**src/rtl/motor_copia_mem512.sv**
```systemverilog
// motor_copia_mem512: memory-side initiator for a 512x16 word memory.
// Runs three autonomous bulk operations over an address range: fill with a
// pattern, ascending copy, and a 16-bit additive checksum. Addresses wrap
// modulo the memory size.
module motor_copia_mem512 #(
  parameter int LARGURA = 16,
  parameter int ADDR    = 9
) (
  input  logic               sinal_clock,
  input  logic               sinal_reset,
  input  logic               start,
  input  logic [1:0]         modo,
  input  logic [ADDR-1:0]    origem,
  input  logic [ADDR-1:0]    destino,
  input  logic [ADDR:0]      quantidade,
  input  logic [LARGURA-1:0] padrao,
  output logic               busy,
  output logic               done,
  output logic               erro,
  output logic [LARGURA-1:0] soma,
  output logic [LARGURA-1:0] mem_entrada,
  output logic [ADDR-1:0]    mem_posicao,
  output logic               mem_write,
  input  logic [LARGURA-1:0] mem_saida
);

  typedef enum logic [2:0] {
    IDLE    = 3'd0,
    FILL    = 3'd1,
    COPY_RD = 3'd2,
    COPY_WR = 3'd3,
    SUM     = 3'd4,
    FIM     = 3'd5
  } estado_t;

  typedef enum logic [1:0] {
    M_FILL   = 2'b00,
    M_COPY   = 2'b01,
    M_SUM    = 2'b10,
    M_ILEGAL = 2'b11
  } modo_t;

  // Largest legal word count: the full memory.
  localparam logic [ADDR:0]   MAX_QTD = {1'b1, {ADDR{1'b0}}};
  localparam logic [ADDR:0]   UM_CNT  = {{ADDR{1'b0}}, 1'b1};
  localparam logic [ADDR-1:0] UM_IDX  = {{(ADDR-1){1'b0}}, 1'b1};

  estado_t            estado_q,  estado_d;
  logic [ADDR-1:0]    origem_q,  origem_d;
  logic [ADDR-1:0]    destino_q, destino_d;
  logic [LARGURA-1:0] padrao_q,  padrao_d;
  logic [ADDR:0]      cnt_q,     cnt_d;     // words still to process
  logic [ADDR-1:0]    idx_q,     idx_d;     // offset i from the base address
  logic [LARGURA-1:0] dado_q,    dado_d;    // word held between COPY_RD and COPY_WR
  logic [LARGURA-1:0] soma_q,    soma_d;
  logic               erro_q,    erro_d;

  logic ultimo;
  assign ultimo = (cnt_q == UM_CNT);

  // State register: all sequential state, synchronous active-high reset.
  always_ff @(posedge sinal_clock) begin
    // NOTE: sequential state uses non-blocking assignments so every flop
    // samples pre-edge values, independent of statement order.
    if (sinal_reset) begin
      estado_q  <= IDLE;
      origem_q  <= '0;
      destino_q <= '0;
      padrao_q  <= '0;
      cnt_q     <= '0;
      idx_q     <= '0;
      dado_q    <= '0;
      soma_q    <= '0;
      erro_q    <= 1'b0;
    end else begin
      estado_q  <= estado_d;
      origem_q  <= origem_d;
      destino_q <= destino_d;
      padrao_q  <= padrao_d;
      cnt_q     <= cnt_d;
      idx_q     <= idx_d;
      dado_q    <= dado_d;
      soma_q    <= soma_d;
      erro_q    <= erro_d;
    end
  end

  // Next-state logic: operation sequencing, counters, checksum, hold register.
  always_comb begin
    // NOTE: every signal gets a default first so no path leaves it
    // unassigned, which would otherwise infer a latch.
    estado_d  = estado_q;
    origem_d  = origem_q;
    destino_d = destino_q;
    padrao_d  = padrao_q;
    cnt_d     = cnt_q;
    idx_d     = idx_q;
    dado_d    = dado_q;
    soma_d    = soma_q;
    erro_d    = erro_q;

    unique case (estado_q)
      IDLE: begin
        if (start) begin
          origem_d  = origem;
          destino_d = destino;
          padrao_d  = padrao;
          cnt_d     = quantidade;
          idx_d     = '0;
          soma_d    = '0;
          erro_d    = 1'b0;
          if ((quantidade > MAX_QTD) || (modo_t'(modo) == M_ILEGAL)) begin
            erro_d   = 1'b1;
            estado_d = FIM;
          end else if (quantidade == '0) begin
            estado_d = FIM;
          end else begin
            unique case (modo_t'(modo))
              M_FILL:  estado_d = FILL;
              M_COPY:  estado_d = COPY_RD;
              default: estado_d = SUM;
            endcase
          end
        end
      end
      FILL: begin
        idx_d = idx_q + UM_IDX;
        cnt_d = cnt_q - UM_CNT;
        if (ultimo) estado_d = FIM;
      end
      COPY_RD: begin
        dado_d   = mem_saida;
        estado_d = COPY_WR;
      end
      COPY_WR: begin
        idx_d    = idx_q + UM_IDX;
        cnt_d    = cnt_q - UM_CNT;
        estado_d = ultimo ? FIM : COPY_RD;
      end
      SUM: begin
        soma_d = soma_q + mem_saida;  // carry out of bit 15 is dropped
        idx_d  = idx_q + UM_IDX;
        cnt_d  = cnt_q - UM_CNT;
        if (ultimo) estado_d = FIM;
      end
      FIM: begin
        estado_d = IDLE;
      end
      default: begin
        estado_d = IDLE;
      end
    endcase
  end

  // Output logic: memory port and status flags decoded from the current state.
  always_comb begin
    busy        = 1'b0;
    done        = 1'b0;
    mem_write   = 1'b0;
    mem_posicao = '0;
    mem_entrada = '0;

    unique case (estado_q)
      FILL: begin
        busy        = 1'b1;
        mem_posicao = destino_q + idx_q;
        mem_entrada = padrao_q;
        mem_write   = 1'b1;
      end
      COPY_RD: begin
        busy        = 1'b1;
        mem_posicao = origem_q + idx_q;
      end
      COPY_WR: begin
        busy        = 1'b1;
        mem_posicao = destino_q + idx_q;
        mem_entrada = dado_q;
        mem_write   = 1'b1;
      end
      SUM: begin
        busy        = 1'b1;
        mem_posicao = origem_q + idx_q;
      end
      FIM: begin
        done = 1'b1;
      end
      default: begin
        busy = 1'b0;
      end
    endcase
  end

  assign erro = erro_q;
  assign soma = soma_q;

endmodule

```
**config.mk**
```make
export PLATFORM = sky130hd
export DESIGN_NAME = motor_copia_mem512
export DESIGN_NICKNAME = d
export VERILOG_FILES = /design/src/rtl/motor_copia_mem512.sv
export SDC_FILE = /design/constraint.sdc
export NUM_CORES = 1
export LEC_CHECK = 0
export CORE_MARGIN = 5
export CORE_UTILIZATION = 40
export DETAILED_ROUTE_END_ITERATION = 8
export DONT_BUFFER_PORTS = 1
export GPL_ROUTABILITY_DRIVEN = 1
export PLACE_DENSITY_LB_ADDON = 0.12
export RECOVER_POWER = 100
export SETUP_SLACK_MARGIN = 0.4
export SKIP_CTS_REPAIR_TIMING = 1
export SYNTH_ARGS = -nofsm -noshare
export SYNTH_HDL_FRONTEND = slang
export SYNTH_SLANG_ARGS = --single-unit
```
**constraint.sdc**
```tcl
create_clock -name sinal_clock -period 8 [get_ports sinal_clock]
set_input_delay 0.8 -clock sinal_clock [delete_from_list [all_inputs] [get_ports sinal_clock]]
set_output_delay 0.8 -clock sinal_clock [all_outputs]
set_load 0.005 [all_outputs]
```
==> key figures <==
Status
  • Status: finished with violations
  • Failing checks: capacitance limit, slew limit

Final layout
  • Final net count: between 700 and 800
  • Fillers: roughly 1300
  • FF/Latch Area: approximately 1800 µm²
  • Share of cells above drive strength 1: 4.03%
  • Final instance count without filler cells: 789
  • Antenna cells: 0
  • Area grow syn2layout: 8.10%
  • Area of the multi-input gates: just over 3000 µm²

Floorplanning
  • Starting Density: roughly two fifths
  • Core ar.: ~12000 µm²
  • Die height: approximately 120 µm
  • Die Wd: 122 µm
  • IO Count: 110
  • Die footprint: ~15000 µm²
  • Row count: 40

Worst setup path
  • CP Data Required Time: a little over 7 ns
  • Critical path peak fanout: 18
  • FF-to-FF End: idx_q[7]
  • R2R Path Start: estado_q[1]
  • R2R cell count: 6
  • Reg-to-reg setup timing slack: approximately 4.2 ns
  • Crit end category: output pin
  • CP Data Arrival Time: 4.96 ns
  • Setup CP Type: reg -> out
  • Crit path launch type: flop

Clocking
  • Sink Count: 89
  • Clock Path Buffers: 2
  • CTS tree: done
  • Clk root buf: clkbuf_16
  • CTS buffer count: 9
  • Clock-pin slew on the worst setup and hold paths: roughly 0.070 ns
  • CTS H-tree lvls: 3
  • Worst skew pair latency: around 0.34 ns

Route
  • Initial DRC count: 347
  • Routed WL: approximately 14 mm
  • Vias per std cell: approximately 5.6
  • Number of remaining DRC errors: 0
  • First drt pass iteration count: 4
  • Antenna Nets Post-Route: 0
  • Drt wl/cell: ~17 µm
  • Routed vias: ~4400

Placement
  • Placed cells: about 770
  • DP HPWL: between 9 and 10 mm
  • Routability Congestion: around 0.9
  • Number of port buffers: 0

Synthesis
  • Synth Cell Area: 5000 µm²
  • Ys Warns: 0
  • Synth area leader: dfxtp_1
  • Syn Inst Count: about 640
  • Syn Nets: 733
  • Avg Cell Area, Syn: ~7.8 µm²
  • Part of the Yosys area used for sequential elements: between 30 and 40%
  • #FFs+latches synth: between 80 and 90
  • FFs w/ async S/R, synth: 0%
  • Number of flops mapped to enable cells by yosys: 0
  • Synth area leaders: dfxtp_1 (36%), nand2_1 (10%), a21oi_1 (7.2%), ha_1 (6.8%), nor2_1 (4.8%)
  • Synth cell types: between 50 and 60
  • Synth top area share: around 36%
  • Top_reg_cell synth: dfxtp_1

Worst hold path
  • Hold Crit Depth: 2
  • Hold path startpoint: dado_q[10]
  • Hold WC Path Type: reg -> reg
  • Hold Path Sink: dado_q[10]

Timing
  • Tcrit/Tclk final: 72.0%
  • Fmax: ~170 MHz
  • Final setup TNS: 0 ns
  • Worst-Margin Slew: around 2.1 ns
  • RSZ-0062 raised after global routing: false
  • Post-layout min period: just under 6 ns
  • WHS: roughly 0.45 ns
  • Fin. Hold Viols: 0
  • Setup Viol. Count Final: 0
  • Clk_skew: a little under 0.006 ns
  • Rel. slew slack: -42.0%
  • Max-slew violations: 59

Pwr
  • Worst VDD drop: 143 µV
  • Pleak: between 2 and 2.5 nW
  • PnR Total Power: between 1 and 1.5 mW
  • PwrDens: ~230 nW/µm²

Global routing
  • Initial antenna violation count: 0
  • Largest net degree at the start of global routing: 97
  • First-pass GRT wire length: about 21 mm
  • Number of global-route vias before repair: 4159
  • GRT Residual Overflow: 0
  • GRT Total Usage: 18.2%

Run
  • Max Cap Viol: 1
[through the flow]
step / util, % / setup WS, ns / instance area (µm²)
2_1_floorplan: - / 4.56 / 5000
3_3_place_gp: 41.8 / 3.25 / 5080
3_5_place_dp: 41.8 / 3.11 / 5080
4_1_cts: 44.6 / 2.72 / 5430
5_1_grt: 44.5 / 1.80 / 5410
6_report: 44.5 / 2.24 / 5410
[how the worst max path moves through the flow]
stage	start	endpoint	slack [ns]	cells past startpoint
after floorplan	estado_q[1]	mem_posicao[8]	4.56	13
after global placement	estado_q[1]	mem_posicao[8]	3.25	13
after detailed placement	estado_q[1]	mem_posicao[8]	3.11	13
after CTS	estado_q[1]	mem_posicao[8]	2.72	13
after global routing	estado_q[1]	mem_posicao[8]	1.80	13
final	estado_q[1]	mem_posicao[8]	2.24	13
[layout make-up]
type	instances	area share (%)
Multi-Input combinational cell	506	56.1
Sequential cell	89	32.9
Clock buffer	10	4.23
Tap cell	168	3.89
Clock inverter	6	2.13
Inverter	8	0.555
Timing Repair Buffer	2	0.208
[Yosys cell counts (4+ instances only)]
cell type,number
nor3_1,12
inv_1,8
xnor2_1,9
buf_2,4
nor2_1,64
o21ai_0,19
nand2b_1,6
or3_1,5
dfxtp_1,89
nand2_1,134
mux2i_1,19
nand4_1,6
ha_1,27
a211oi_1,8
a21o_1,10
a21oi_1,72
xor2_1,7
a311oi_1,4
buf_1,4
mux2_2,8
a31oi_1,8
nor4_1,4
nand3_1,19
nand4b_1,7
clkbuf_1,26
[flip-flops by register name, indices dropped and copies added (netlist names)]
name / flops
padrao_q: 16
dado_q: 16
erro: 1
origem_q: 9
cnt_q: 10
estado_q: 3
soma: 16
destino_q: 9
idx_q: 9
[metal layers]
layer,routed length [µm],track usage (%),vias up
met5,0,0,-
met4,231,5.53,0
met3,1080,6.78,18
met2,6150,28.8,135
met1,6220,23.1,2021
li1,-,-,2220
[power breakdown]
group / leakage, nW / switching, mW / internal, mW / total [mW]
Combinational: 1.15 / 0.162 / 0.0940 / 0.256
Clock: 0.163 / 0.179 / 0.307 / 0.486
Sequential: 0.726 / 0.0346 / 0.480 / 0.514
Total: 2.04 / 0.375 / 0.881 / 1.26
[critical path, stage by stage, from the launching register on]
cell	delay [ns]
dfxtp_1	0.78
clkbuf_1	0.69
nor3b_4	0.73
nor2_1	0.39
mux2_2	0.38
ha_1	0.20
inv_1	0.08
fa_1	0.21
nor2b_1	0.06
o21ai_0	0.14
nand2b_1	0.12
a311oi_1	0.39
nor3_1	0.11
nor3b_1	0.33
[placed cells by master, fill, tap and decap left out, drive strengths merged, types with 4 or more instances in the layout]
cell type,synthesis,routed
a211oi,8,8
a21o,10,10
a21oi,73,73
a311oi,4,4
a31oi,8,8
clkbuf,26,11
dfxtp,89,89
ha,27,27
inv,8,9
mux2,10,10
mux2i,19,19
nand2,134,134
nand2b,6,6
nand3,19,19
nand4,6,6
nand4b,7,7
nor2,65,65
nor3,12,12
nor3b,5,5
nor4,4,4
o21ai,19,19
or3,5,5
xnor2,9,9
xor2,7,7
[cell families after synthesis]
| group | count (synthesis) | synth area share, % |
|---|---|---|
| multiplexers | 29 | 6.05 |
| buffers and inverters | 44 | 3.62 |
| adder cells (fa/ha/maj) | 29 | 7.55 |
| XOR/XNOR | 16 | 2.80 |
| AND/OR/NAND/NOR | 278 | 25.3 |
| flip-flops | 89 | 35.6 |
| AO/OA/AOI/OAI | 154 | 19.1 |
Power figures use the tool's default switching activity.
